**config.mk**
```make
export PLATFORM = sky130hd
export DESIGN_NAME = id_stage_flat
export DESIGN_NICKNAME = d
export VERILOG_FILES = /design/src/rtl/arm_pkg.sv /design/src/rtl/id_stage_if.sv /design/src/rtl/register_file.sv /design/src/rtl/id_stage.sv /design/src/flat_wrapper.sv
export SDC_FILE = /design/constraint.sdc
export NUM_CORES = 1
export LEC_CHECK = 0
export BUFFER_PORTS_ARGS = -buffer_cell sky130_fd_sc_hd__buf_2
export CELL_PAD_IN_SITES_DETAIL_PLACEMENT = 1
export CELL_PAD_IN_SITES_GLOBAL_PLACEMENT = 2
export CORE_MARGIN = 5
export CORE_UTILIZATION = 46
export DETAILED_ROUTE_END_ITERATION = 6
export PLACE_DENSITY = 0.94
export SYNTH_ARGS = -nofsm -noshare
export SYNTH_HDL_FRONTEND = slang
export SYNTH_SLANG_ARGS = --single-unit
```
**constraint.sdc**
```tcl
create_clock -name clk -period 6.45 [get_ports clk]
set_input_delay 1.29 -clock clk [delete_from_list [all_inputs] [get_ports clk]]
set_output_delay 1.29 -clock clk [all_outputs]
set_load 0.005 [all_outputs]
```
**src/rtl/arm_pkg.sv**
```systemverilog
// Shared encodings for the ARM-subset decode: ALU commands, opcodes, condition
// codes, instruction classes, decoded control bundle and the NZCV condition test.
package arm_pkg;

  // ALU commands driven to EX
  localparam logic [3:0] EXE_NOP = 4'b0000;
  localparam logic [3:0] EXE_MOV = 4'b0001;
  localparam logic [3:0] EXE_ADD = 4'b0010;
  localparam logic [3:0] EXE_ADC = 4'b0011;
  localparam logic [3:0] EXE_SUB = 4'b0100;
  localparam logic [3:0] EXE_SBC = 4'b0101;
  localparam logic [3:0] EXE_AND = 4'b0110;
  localparam logic [3:0] EXE_ORR = 4'b0111;
  localparam logic [3:0] EXE_EOR = 4'b1000;
  localparam logic [3:0] EXE_MVN = 4'b1001;
  // CMP/TST reuse SUB/AND; loads and stores reuse ADD for address generation
  localparam logic [3:0] EXE_CMP = EXE_SUB;
  localparam logic [3:0] EXE_TST = EXE_AND;
  localparam logic [3:0] EXE_MEM = EXE_ADD;

  // Data-processing opcodes, instr[24:21]
  localparam logic [3:0] OP_AND = 4'b0000;
  localparam logic [3:0] OP_EOR = 4'b0001;
  localparam logic [3:0] OP_SUB = 4'b0010;
  localparam logic [3:0] OP_ADD = 4'b0100;
  localparam logic [3:0] OP_ADC = 4'b0101;
  localparam logic [3:0] OP_SBC = 4'b0110;
  localparam logic [3:0] OP_TST = 4'b1000;
  localparam logic [3:0] OP_CMP = 4'b1010;
  localparam logic [3:0] OP_ORR = 4'b1100;
  localparam logic [3:0] OP_MOV = 4'b1101;
  localparam logic [3:0] OP_MVN = 4'b1111;

  // Condition field, instr[31:28]
  typedef enum logic [3:0] {
    COND_EQ = 4'b0000,
    COND_NE = 4'b0001,
    COND_CS = 4'b0010,
    COND_CC = 4'b0011,
    COND_MI = 4'b0100,
    COND_PL = 4'b0101,
    COND_VS = 4'b0110,
    COND_VC = 4'b0111,
    COND_HI = 4'b1000,
    COND_LS = 4'b1001,
    COND_GE = 4'b1010,
    COND_LT = 4'b1011,
    COND_GT = 4'b1100,
    COND_LE = 4'b1101,
    COND_AL = 4'b1110,
    COND_NV = 4'b1111
  } cond_e;

  // Instruction class, instr[27:26]
  typedef enum logic [1:0] {
    MODE_ARITH  = 2'b00,
    MODE_MEM    = 2'b01,
    MODE_BRANCH = 2'b10,
    MODE_RSVD   = 2'b11
  } mode_e;

  // Control bundle that gets squashed as a unit
  typedef struct packed {
    logic [3:0] exe_cmd;
    logic       mem_read;
    logic       mem_write;
    logic       wb_en;
    logic       b;
    logic       s;
  } ctrl_t;

  // True when the condition passes for flags {N,Z,C,V}
  function automatic logic cond_holds(input cond_e cond, input logic [3:0] nzcv);
    logic n, z, c, v, res;
    n = nzcv[3];
    z = nzcv[2];
    c = nzcv[1];
    v = nzcv[0];
    case (cond)
      COND_EQ: res = z;
      COND_NE: res = !z;
      COND_CS: res = c;
      COND_CC: res = !c;
      COND_MI: res = n;
      COND_PL: res = !n;
      COND_VS: res = v;
      COND_VC: res = !v;
      COND_HI: res = c && !z;
      COND_LS: res = !c || z;
      COND_GE: res = (n == v);
      COND_LT: res = (n != v);
      COND_GT: res = !z && (n == v);
      COND_LE: res = z || (n != v);
      COND_AL: res = 1'b1;
      default: res = 1'b0;
    endcase
    return res;
  endfunction

endpackage

```
**src/rtl/id_stage_if.sv**
```systemverilog
// Decode-stage bus: fetch/hazard/writeback inputs in, operands and control out to EX.
interface id_stage_if #(
  parameter int unsigned DATA_W = 32
);
  // From fetch, hazard unit, EX and writeback
  logic              freeze;
  logic              flush;
  logic              hazard;
  logic [31:0]       instruction_in;
  logic [DATA_W-1:0] PC_in;
  logic              wb_en_in;
  logic [3:0]        wb_dest;
  logic [DATA_W-1:0] wb_value;
  logic [3:0]        status;
  // To EX and hazard unit
  logic [DATA_W-1:0] PC;
  logic [DATA_W-1:0] val_Rn;
  logic [DATA_W-1:0] val_Rm;
  logic              imm;
  logic [11:0]       shift_operand;
  logic [23:0]       signed_imm_24;
  logic [3:0]        dest;
  logic [3:0]        src1;
  logic [3:0]        src2;
  logic              two_src;
  logic [3:0]        exe_cmd;
  logic              mem_read;
  logic              mem_write;
  logic              wb_en;
  logic              b;
  logic              s;

  // Decode stage side
  modport slave (
    input  freeze, flush, hazard, instruction_in, PC_in, wb_en_in, wb_dest, wb_value, status,
    output PC, val_Rn, val_Rm, imm, shift_operand, signed_imm_24, dest, src1, src2, two_src,
    output exe_cmd, mem_read, mem_write, wb_en, b, s
  );

  // Surrounding pipeline side
  modport master (
    output freeze, flush, hazard, instruction_in, PC_in, wb_en_in, wb_dest, wb_value, status,
    input  PC, val_Rn, val_Rm, imm, shift_operand, signed_imm_24, dest, src1, src2, two_src,
    input  exe_cmd, mem_read, mem_write, wb_en, b, s
  );
endinterface

```
**src/rtl/register_file.sv**
```systemverilog
// Register file: two asynchronous read ports with write-through, one write port,
// synchronous clear.
module register_file #(
  parameter int unsigned DATA_W  = 32,
  parameter int unsigned REG_CNT = 16,
  parameter int unsigned IDX_W   = $clog2(REG_CNT)
) (
  input  logic              clk,
  input  logic              rst,
  input  logic [IDX_W-1:0]  i_rd_idx1,
  input  logic [IDX_W-1:0]  i_rd_idx2,
  input  logic              i_wr_en,
  input  logic [IDX_W-1:0]  i_wr_idx,
  input  logic [DATA_W-1:0] i_wr_data,
  output logic [DATA_W-1:0] o_rd_data1,
  output logic [DATA_W-1:0] o_rd_data2
);

  logic [DATA_W-1:0] r_regs [REG_CNT];

  // Storage: reset clears every entry and suppresses a coincident write
  always_ff @(posedge clk) begin
    if (rst) begin
      for (int unsigned i = 0; i < REG_CNT; i++) begin
        r_regs[i] <= '0;
      end
    end else if (i_wr_en) begin
      r_regs[i_wr_idx] <= i_wr_data;
    end
  end

  // Bypass lets a writeback and a dependent decode share one cycle
  assign o_rd_data1 = (i_wr_en && (i_wr_idx == i_rd_idx1)) ? i_wr_data : r_regs[i_rd_idx1];
  assign o_rd_data2 = (i_wr_en && (i_wr_idx == i_rd_idx2)) ? i_wr_data : r_regs[i_rd_idx2];

endmodule

```
**src/rtl/id_stage.sv**
```systemverilog
// Instruction decode stage: IF/ID register, register file, control decode and
// condition evaluation feeding EX.
module id_stage
  import arm_pkg::*;
#(
  parameter int unsigned DATA_W  = 32,
  parameter int unsigned REG_CNT = 16
) (
  input logic        clk,
  input logic        rst,
  id_stage_if.slave  bus
);

  logic              r_valid;
  logic [31:0]       r_instr;
  logic [DATA_W-1:0] r_pc;

  cond_e       w_cond;
  mode_e       w_mode;
  logic        w_i_bit;
  logic [3:0]  w_opcode;
  logic        w_s_bit;
  logic [3:0]  w_rn;
  logic [3:0]  w_rd;
  logic [3:0]  w_rm;
  logic        w_is_str;
  logic [3:0]  w_src2;
  logic        w_ctrl_en;
  ctrl_t       w_ctrl;
  ctrl_t       w_ctrl_out;
  logic [DATA_W-1:0] w_val_rn;
  logic [DATA_W-1:0] w_val_rm;

  // IF/ID capture: flush beats freeze, freeze holds every field
  always_ff @(posedge clk) begin
    if (rst || bus.flush) begin
      r_valid <= 1'b0;
      r_instr <= '0;
      r_pc    <= '0;
    end else if (!bus.freeze) begin
      r_valid <= 1'b1;
      r_instr <= bus.instruction_in;
      r_pc    <= bus.PC_in;
    end
  end

  assign w_cond   = cond_e'(r_instr[31:28]);
  assign w_mode   = mode_e'(r_instr[27:26]);
  assign w_i_bit  = r_instr[25];
  assign w_opcode = r_instr[24:21];
  assign w_s_bit  = r_instr[20];
  assign w_rn     = r_instr[19:16];
  assign w_rd     = r_instr[15:12];
  assign w_rm     = r_instr[3:0];

  // A store reads its data register from the Rd field
  assign w_is_str = (w_mode == MODE_MEM) && !w_s_bit;
  assign w_src2   = w_is_str ? w_rd : w_rm;

  register_file #(
    .DATA_W  (DATA_W),
    .REG_CNT (REG_CNT)
  ) u_register_file (
    .clk        (clk),
    .rst        (rst),
    .i_rd_idx1  (w_rn),
    .i_rd_idx2  (w_src2),
    .i_wr_en    (bus.wb_en_in),
    .i_wr_idx   (bus.wb_dest),
    .i_wr_data  (bus.wb_value),
    .o_rd_data1 (w_val_rn),
    .o_rd_data2 (w_val_rm)
  );

  // Control decode from instruction class and opcode; unknown encodings stay all-zero
  always_comb begin
    w_ctrl = '0;
    case (w_mode)
      MODE_ARITH: begin
        case (w_opcode)
          OP_MOV: begin w_ctrl.exe_cmd = EXE_MOV; w_ctrl.wb_en = 1'b1; w_ctrl.s = w_s_bit; end
          OP_MVN: begin w_ctrl.exe_cmd = EXE_MVN; w_ctrl.wb_en = 1'b1; w_ctrl.s = w_s_bit; end
          OP_ADD: begin w_ctrl.exe_cmd = EXE_ADD; w_ctrl.wb_en = 1'b1; w_ctrl.s = w_s_bit; end
          OP_ADC: begin w_ctrl.exe_cmd = EXE_ADC; w_ctrl.wb_en = 1'b1; w_ctrl.s = w_s_bit; end
          OP_SUB: begin w_ctrl.exe_cmd = EXE_SUB; w_ctrl.wb_en = 1'b1; w_ctrl.s = w_s_bit; end
          OP_SBC: begin w_ctrl.exe_cmd = EXE_SBC; w_ctrl.wb_en = 1'b1; w_ctrl.s = w_s_bit; end
          OP_AND: begin w_ctrl.exe_cmd = EXE_AND; w_ctrl.wb_en = 1'b1; w_ctrl.s = w_s_bit; end
          OP_ORR: begin w_ctrl.exe_cmd = EXE_ORR; w_ctrl.wb_en = 1'b1; w_ctrl.s = w_s_bit; end
          OP_EOR: begin w_ctrl.exe_cmd = EXE_EOR; w_ctrl.wb_en = 1'b1; w_ctrl.s = w_s_bit; end
          OP_CMP: begin w_ctrl.exe_cmd = EXE_CMP; w_ctrl.s = w_s_bit; end
          OP_TST: begin w_ctrl.exe_cmd = EXE_TST; w_ctrl.s = w_s_bit; end
          default: w_ctrl = '0;
        endcase
      end
      MODE_MEM: begin
        w_ctrl.exe_cmd = EXE_MEM;
        if (w_s_bit) begin
          w_ctrl.mem_read = 1'b1;
          w_ctrl.wb_en    = 1'b1;
        end else begin
          w_ctrl.mem_write = 1'b1;
        end
      end
      MODE_BRANCH: w_ctrl.b = 1'b1;
      default:     w_ctrl = '0;
    endcase
  end

  // Bubble, failed condition or hazard squash every control bit
  assign w_ctrl_en  = r_valid && cond_holds(w_cond, bus.status) && !bus.hazard;
  assign w_ctrl_out = w_ctrl_en ? w_ctrl : '0;

  assign bus.exe_cmd   = w_ctrl_out.exe_cmd;
  assign bus.mem_read  = w_ctrl_out.mem_read;
  assign bus.mem_write = w_ctrl_out.mem_write;
  assign bus.wb_en     = w_ctrl_out.wb_en;
  assign bus.b         = w_ctrl_out.b;
  assign bus.s         = w_ctrl_out.s;

  assign bus.PC            = r_pc;
  assign bus.val_Rn        = w_val_rn;
  assign bus.val_Rm        = w_val_rm;
  assign bus.imm           = w_i_bit;
  assign bus.shift_operand = r_instr[11:0];
  assign bus.signed_imm_24 = r_instr[23:0];
  assign bus.dest          = w_rd;
  assign bus.src1          = w_rn;
  assign bus.src2          = w_src2;
  // Gated by valid so a bubble never reports a second source to the hazard unit
  assign bus.two_src = r_valid &&
                       (((w_mode == MODE_ARITH) && !w_i_bit) || w_is_str);

endmodule

```
**src/flat_wrapper.sv**
```systemverilog
// flat-port wrapper written by rule: the top's interface ports become plain ports
module id_stage_flat import arm_pkg::*;
#(
  parameter int unsigned DATA_W  = 32,
  parameter int unsigned REG_CNT = 16
)
  (clk, rst, bus_freeze, bus_flush, bus_hazard, bus_instruction_in, bus_PC_in, bus_wb_en_in, bus_wb_dest, bus_wb_value, bus_status, bus_PC, bus_val_Rn, bus_val_Rm, bus_imm, bus_shift_operand, bus_signed_imm_24, bus_dest, bus_src1, bus_src2, bus_two_src, bus_exe_cmd, bus_mem_read, bus_mem_write, bus_wb_en, bus_b, bus_s);
  id_stage_if #(.DATA_W(DATA_W)) bus_i ();
  input logic clk;
  input logic rst;
  input wire logic [$bits(bus_i.freeze)-1:0] bus_freeze;
  input wire logic [$bits(bus_i.flush)-1:0] bus_flush;
  input wire logic [$bits(bus_i.hazard)-1:0] bus_hazard;
  input wire logic [$bits(bus_i.instruction_in)-1:0] bus_instruction_in;
  input wire logic [$bits(bus_i.PC_in)-1:0] bus_PC_in;
  input wire logic [$bits(bus_i.wb_en_in)-1:0] bus_wb_en_in;
  input wire logic [$bits(bus_i.wb_dest)-1:0] bus_wb_dest;
  input wire logic [$bits(bus_i.wb_value)-1:0] bus_wb_value;
  input wire logic [$bits(bus_i.status)-1:0] bus_status;
  output wire logic [$bits(bus_i.PC)-1:0] bus_PC;
  output wire logic [$bits(bus_i.val_Rn)-1:0] bus_val_Rn;
  output wire logic [$bits(bus_i.val_Rm)-1:0] bus_val_Rm;
  output wire logic [$bits(bus_i.imm)-1:0] bus_imm;
  output wire logic [$bits(bus_i.shift_operand)-1:0] bus_shift_operand;
  output wire logic [$bits(bus_i.signed_imm_24)-1:0] bus_signed_imm_24;
  output wire logic [$bits(bus_i.dest)-1:0] bus_dest;
  output wire logic [$bits(bus_i.src1)-1:0] bus_src1;
  output wire logic [$bits(bus_i.src2)-1:0] bus_src2;
  output wire logic [$bits(bus_i.two_src)-1:0] bus_two_src;
  output wire logic [$bits(bus_i.exe_cmd)-1:0] bus_exe_cmd;
  output wire logic [$bits(bus_i.mem_read)-1:0] bus_mem_read;
  output wire logic [$bits(bus_i.mem_write)-1:0] bus_mem_write;
  output wire logic [$bits(bus_i.wb_en)-1:0] bus_wb_en;
  output wire logic [$bits(bus_i.b)-1:0] bus_b;
  output wire logic [$bits(bus_i.s)-1:0] bus_s;
  assign bus_i.freeze = bus_freeze;
  assign bus_i.flush = bus_flush;
  assign bus_i.hazard = bus_hazard;
  assign bus_i.instruction_in = bus_instruction_in;
  assign bus_i.PC_in = bus_PC_in;
  assign bus_i.wb_en_in = bus_wb_en_in;
  assign bus_i.wb_dest = bus_wb_dest;
  assign bus_i.wb_value = bus_wb_value;
  assign bus_i.status = bus_status;
  assign bus_PC = bus_i.PC;
  assign bus_val_Rn = bus_i.val_Rn;
  assign bus_val_Rm = bus_i.val_Rm;
  assign bus_imm = bus_i.imm;
  assign bus_shift_operand = bus_i.shift_operand;
  assign bus_signed_imm_24 = bus_i.signed_imm_24;
  assign bus_dest = bus_i.dest;
  assign bus_src1 = bus_i.src1;
  assign bus_src2 = bus_i.src2;
  assign bus_two_src = bus_i.two_src;
  assign bus_exe_cmd = bus_i.exe_cmd;
  assign bus_mem_read = bus_i.mem_read;
  assign bus_mem_write = bus_i.mem_write;
  assign bus_wb_en = bus_i.wb_en;
  assign bus_b = bus_i.b;
  assign bus_s = bus_i.s;
  id_stage #(.DATA_W(DATA_W), .REG_CNT(REG_CNT)) u_core (.clk(clk), .rst(rst), .bus(bus_i));
endmodule
```
# --- Word-level counts from Yosys, hierarchy flattened ---
# Memories as Yosys holds them, arrays and structs flattened. A register that Yosys moved wholly into a read port is not among the register bits.
# Cells that the tools add are included.
totals:
  register_bits: 65
  ramBits: 512
  input_bits: 110
  out_inout_bits: 155
  word_cells: 85
  mem_count: 1
memory_table:
  columns: ["name", "depth", "width", "rd", "rd_ports_with_merged_regs", "wr", "line", "source"]
  rows:
  - ["u_core.u_register_file.r_regs", 16, 32, 2, 1, 16, "register_file.sv:19", "logic [DATA_W-1:0] r_regs [REG_CNT];"]
classes:
  n_eq_ne: 30
  n_mux: 23
  n_reduce_logical: 28
ops:
  columns: ["operator", "n"]
  rows:
  - ["$mux 32", 3]
  - ["$eq 4x4->1 const B", 12]
  - ["$pmux 4 s9", 1]
  - ["$reduce_or 32->1", 1]
  - ["$eq 4x3->1 const B", 7]
  - ["$mux 4", 4]
  - ["$pmux 1 s15", 1]
  - ["$pmux 7 s2", 1]
  - ["$eq 4x2->1 const B", 3]
  - ["$mux 1", 12]
  - ["$reduce_or 11->1", 1]
  - ["$logic_and 1x1->1", 9]
  - ["$mux 9", 1]
  - ["$reduce_or 9->1", 1]
  - ["$eq 4x1->1 const B", 2]
  - ["$eq 4x4->1", 2]
  - ["$logic_not 4->1", 2]
  - ["$logic_not 1->1", 7]
  - ["$logic_or 1x1->1", 4]
  - ["$reduce_or 2->1", 2]
  - ["$eq 2x1->1 const B", 1]
  - ["$eq 2x2->1 const B", 1]
  - ["$logic_not 2->1", 1]
  - ["$eq 1x1->1", 1]
  - ["$ne 1x1->1", 1]

# --- Longest topological paths before layout ---
logic_depth:
  ltp_word: 6
  mapped_depth: 10
  ltp_nobuf: 7

# --- By module ---
# From an unflattened synthesis, not the netlist that was laid out.
unflattened:
  hier_cells: 2090
  hier_area_um2: 30436.7
modules_own_cells:
  columns: ["mod", "instances", "cells_each", "area_each_um2", "seq_area_each_um2"]
  rows:
  - ["register_file", 1, 1766, 27345.0, 15374.7]
  - ["id_stage", 1, 324, 3091.7, 1301.2]

# --- Least setup slack after synthesis ---
# Ideal clock, no wire load.
synth_path:
  kind: "input to output"
  startpoint: "input port bus_wb_dest[3]"
  endpoint: "output port bus_val_Rn[10]"
  t_arrival_ps: 3010
  t_required_ps: 5160
  slack_ps: 2150
  stages: 5
  n_path_buf: 2
  cell_sequence: "clkbuf_1 > xor2_1 > nor4_1 > clkbuf_1 > mux2_2"
synth_between:
  elab_chain_len: 3
synth_lines:
  columns: ["item", "line", "source"]
  rows:
  - ["from (decl)", "flat_wrapper.sv:17", "input wire logic [$bits(bus_i.wb_dest)-1:0] bus_wb_dest;"]
  - ["$eq 4x4->1", "register_file.sv:33", "assign o_rd_data1 = (i_wr_en && (i_wr_idx == i_rd_idx1)) ? i_wr_data : r_regs[i_rd_idx1];"]
  - ["$logic_and 1x1->1", "register_file.sv:33", null]
  - ["$mux 32", "register_file.sv:33", null]
  - ["to (decl)", "flat_wrapper.sv:21", "output wire logic [$bits(bus_i.val_Rn)-1:0] bus_val_Rn;"]
# No other way between the ends.

# --- Final worst setup path ---
layout_path:
  startpoint: "register u_core.r_instr[26]"
  endpoint: "output port bus_val_Rm[23]"
layout_between:
  elab_chain_len: 6
  elab_cells_between_ends: 7
  classes_between: "eq/ne (2); mux (2); reduce/logical (2); memory (1)"
layout_lines:
  columns: ["item", "line", "source"]
  rows:
  - ["from (decl)", "id_stage.sv:15", "logic [31:0] r_instr;"]
  - ["from (signal assigned)", "id_stage.sv:42", "r_instr <= bus.instruction_in;"]
  - ["$eq 2x1->1 (*)", "id_stage.sv:57", "assign w_is_str = (w_mode == MODE_MEM) && !w_s_bit;"]
  - ["$logic_and 1x1->1 (*)", "id_stage.sv:57", null]
  - ["$mux 4 (*)", "id_stage.sv:58", "assign w_src2 = w_is_str ? w_rd : w_rm;"]
  - ["branches (longest 2 deep; another with $mem_v2 16x32)", null, null]
  - ["$mux 32 (*)", "register_file.sv:34", "assign o_rd_data2 = (i_wr_en && (i_wr_idx == i_rd_idx2)) ? i_wr_data : r_regs[i_rd_idx2];"]
  - ["to (decl)", "flat_wrapper.sv:22", "output wire logic [$bits(bus_i.val_Rm)-1:0] bus_val_Rm;"]
# Every way passes the cells marked *.

==> impl_metrics.py <==
metrics = {
    "timing": {
        "period_needed_ns": 5.75,
        "setup_tns_ns": 0,
        "final-max-slew-violation-count": 0,
        "setup_viol": 0,
        "fin_skew_ns": 0.00287,
        "rsz0062_at_grt": "false",
        "worstMarginPinSlew_ns": 1.30,
        "fmax_mhz": 174,
        "fin_crit_sh_pct": 89.2,
        "final-hold-violation-count": 0,
        "relSlewSlack_pct": 13.1,
    },
    "worst_setup_path": {
        "cp.buffers_inverters": 4,
        "cp-end-kind": "output pin",
        "cp_top_family": "buffers and inverters",
        "crit_fanout": 39,
        "rr_endpoint": "u_core.r_instr[12]$_SDFFE_PP0N_",
        "cpMostUsedCell": "buf_4",
        "crit_required_ns": 5.16,
        "worst_ep_arrival_time_ns": 4.46,
        "max_stage_delay_ns": 0.58,
        "worstReg2RegStart": "u_core.r_instr[12]$_SDFFE_PP0N_",
        "reg2reg_depth": 3,
        "crit_cells": 10,
        "reg2reg_slack_ns": 5.08,
        "crit_start": "u_core.r_instr[26]$_SDFFE_PP0N_",
        "critPathKind": "register to output pin",
        "cp-endpoint": "bus_val_Rm[23]",
        "worst_path_max_delay_cell": "mux2i_1",
        "crit_chain": "nor3b_4 > mux2i_1 > inv_4 > buf_4 > nand2_1 > buf_4 > o22ai_1 > nor4_1 > a21oi_1 > buf_2",
        "startpoint_type": "register",
    },
    "synthesis": {
        "synth_cell_types": 40,
        "synth_compound_area_share_pct": 3.57,
        "yosysWarnings": 0,
        "synth_nets": 2557,
        "synth_edf_count": 512,
        "ys_dominant_reg_cell": "edfxtp_1",
        "synth_xor_area_share_pct": 0.273,
        "ys_seq_area_share_pct": 52.3,
        "synth_seq_cells": 581,
        "synth_cells": 2447,
        "synthMuxAreaShare_pct": 24.1,
        "synth_top_family_by_area": "multiplexers",
        "syn_avg_cell_area_um2": 13.1,
        "synth_top_area_cell": "edfxtp_1",
        "synth-async-reset-ratio_pct": 0,
        "yosys.area_share.simple_pct": 15.7,
        "synth_top_area_share_pct": 48.0,
        "ys_top_cells_by_area": "edfxtp_1, mux4_2, and2_1, mux2i_1, dfxtp_1",
        "syn_area_um2": 32100,
        "synthAdderAreaFrac_pct": 0,
        "synthTopCellsByCount": "and2_1, edfxtp_1, mux2i_1",
    },
    "global_route": {
        "grt_start_max_net_pins": 69,
        "grt_pass1_wl_mm": 158,
        "grt_use_total_pct": 28.1,
        "grt_pass1_vias": 24400,
        "antenna_found_initial": 5,
        "gr-total-overflow": 0,
    },
    "floorplan": {
        "ioPinCount": 265,
        "start_util_pct": 46.6,
        "dieArea_um2": 75100,
        "core_um2": 68800,
        "die_x_um": 274,
        "fp.dieH_um": 274,
        "row_count": 96,
    },
    "clocking": {
        "cts_made_buffers": 66,
        "tritoncts": "done",
        "clock_latency_ns": 0.61,
        "clk_path_buf_depth": 3,
        "cts.htree.levels": 3,
        "ctsRootBufferMaster": "clkbuf_16",
        "cts_hold_buf": 0,
        "cts.sinks": 581,
        "cts.clk_slew.worst_paths_ns": 0.05,
        "cts_resized": 0,
        "post_cts_buffers": 0,
    },
    "drt": {
        "initialDrtViolationCount": 2410,
        "drc": 0,
        "vias": 22800,
        "dr.pass1.iters": 5,
        "routed_wl_mm": 108,
        "ant_nets": 0,
        "vias_per_cell": 6.43,
        "wl_per_cell_um": 30.5,
    },
    "final_layout": {
        "nets": 2672,
        "area_delta_synth_final_pct": 12.1,
        "drive_gt1_share_pct": 27.4,
        "antenna_cells": 0,
    },
    "place": {
        "portBuffers": 264,
        "dp_hpwl_mm": 63.8,
        "place.gp.congestion": 0.803,
    },
    "outcome": {
        "status": "finished clean",
    },
    "power": {
        "power_w": 0.00919,
        "power.leakage_nw": 12.5,
        "powerDensity_nw_per_um2": 256,
        "ir_drop_mv": 0.155,
    },
    "job": {
        "maxCapViolations": 0,
    },
    "hold_path": {
        "holdCritPathClass": "register to register",
    },
}
-- area by class of cell --
cell class                 instances  area (um^2)
sequential                       581        16800
timing repair buffer             321         1800
clock inverter                    34          284
fill                            6886        32900
clock buffer                      82         1820
multi-input combinational       1587        14100
tap                              931         1160
inverter                           5         26.3
-- stage by stage --
step / setup WS, ns / instances / hold WS [ns] / area (um^2) / util, %
finish: 0.699 / 3541 / 0.490 / 35900 / 52.2
global route: 0.480 / 3541 / 0.517 / 35900 / 52.2
CTS: 0.726 / 3541 / 0.498 / 35900 / 52.2
detailed placement: 1.38 / 3425 / 0.477 / 33800 / 49.1
global placement: 1.54 / 3425 / 0.470 / 33800 / 49.1
floorplan: 2.15 / 2447 / 0.451 / 32100 / -
-- flip-flops by register name, indices dropped and copies added, names as in the netlist, named ones only --
| signal | count |
|---|---|
| u_core.bus.PC | 32 |
| u_core.r_instr | 32 |
| u_core.r_valid | 1 |
| u_core.u_register_file.r_regs | 512 |
-- cell usage in the layout, fill, tap and decap left out, types with 3 or more instances in the layout --
cell and n:
a2111oi_0 32, a21oi_1 37, and2_1 512, buf_12 4, buf_2 263, buf_4 54, bufinv_16 5, clkbuf_1 11
clkbuf_16 71, clkinv_1 16, clkinv_2 10, dfxtp_1 62, dfxtp_2 4, dfxtp_4 3, edfxtp_1 512, inv_1 3
mux2_2 65, mux2i_1 267, mux4_2 191, nand2_1 24, nand2b_1 8, nand3_1 4, nand3b_1 4, nand4_1 3
nor2_1 137, nor2_2 12, nor2b_1 36, nor3_1 38, nor3_2 4, nor4_1 64, nor4b_1 4, o21ai_0 7
o22ai_1 96, or2_2 17, xnor2_1 4, xor2_1 6
-- how the worst min path moves through the flow --
stage | from | end | slack (ns) | cells after the start
after floorplan | u_core.r_valid$_SDFFE_PP0N_ | u_core.r_valid$_SDFFE_PP0N_ | 0.45 | 2
after global placement | u_core.bus.PC[15]$_SDFFE_PP0N_ | u_core.bus.PC[15]$_SDFFE_PP0N_ | 0.47 | 2
after detailed placement | u_core.r_valid$_SDFFE_PP0N_ | u_core.r_valid$_SDFFE_PP0N_ | 0.48 | 2
after CTS | u_core.r_valid$_SDFFE_PP0N_ | u_core.r_valid$_SDFFE_PP0N_ | 0.50 | 2
after global routing | u_core.bus.PC[22]$_SDFFE_PP0N_ | u_core.bus.PC[22]$_SDFFE_PP0N_ | 0.52 | 2
final | u_core.bus.PC[4]$_SDFFE_PP0N_ | u_core.bus.PC[4]$_SDFFE_PP0N_ | 0.49 | 2
-- cell families (layout without fill, tap and decap cells) --
logic type / after synthesis / in the layout
flip-flops: 581 / 581
multiplexers: 524 / 524
AND/OR/NAND/NOR: 876 / 876
AO/OA/AOI/OAI: 177 / 177
buffers and inverters: 279 / 442
XOR/XNOR: 10 / 10
-- worst min-delay path: cells and delay by family, from the launching register on --
| family | cells | cell delay [ns] |
|---|---|---|
| flops | 1 | 0.32 |
| mux | 1 | 0.07 |
| simple gates | 1 | 0.07 |
-- per-layer routing --
layer  GRT usage, %  up-vias  share of wire [%]
met5              0        -              0.019
met1           34.8    11800                 37
li1               -     9357                  -
met3           5.86      313                8.9
met2           47.3     1288                 49
met4           13.3        4                5.0
-- power by group --
| part | leakage, nW | total, W | internal [W] | switching [W] |
|---|---|---|---|---|
| Clock | 1.03 | 0.00376 | 0.00219 | 0.00157 |
| Combinational | 6.00 | 0.000983 | 0.000423 | 0.000559 |
| Sequential | 5.45 | 0.00445 | 0.00430 | 0.000148 |
Note: power is estimated with default switching activity, not from simulation.
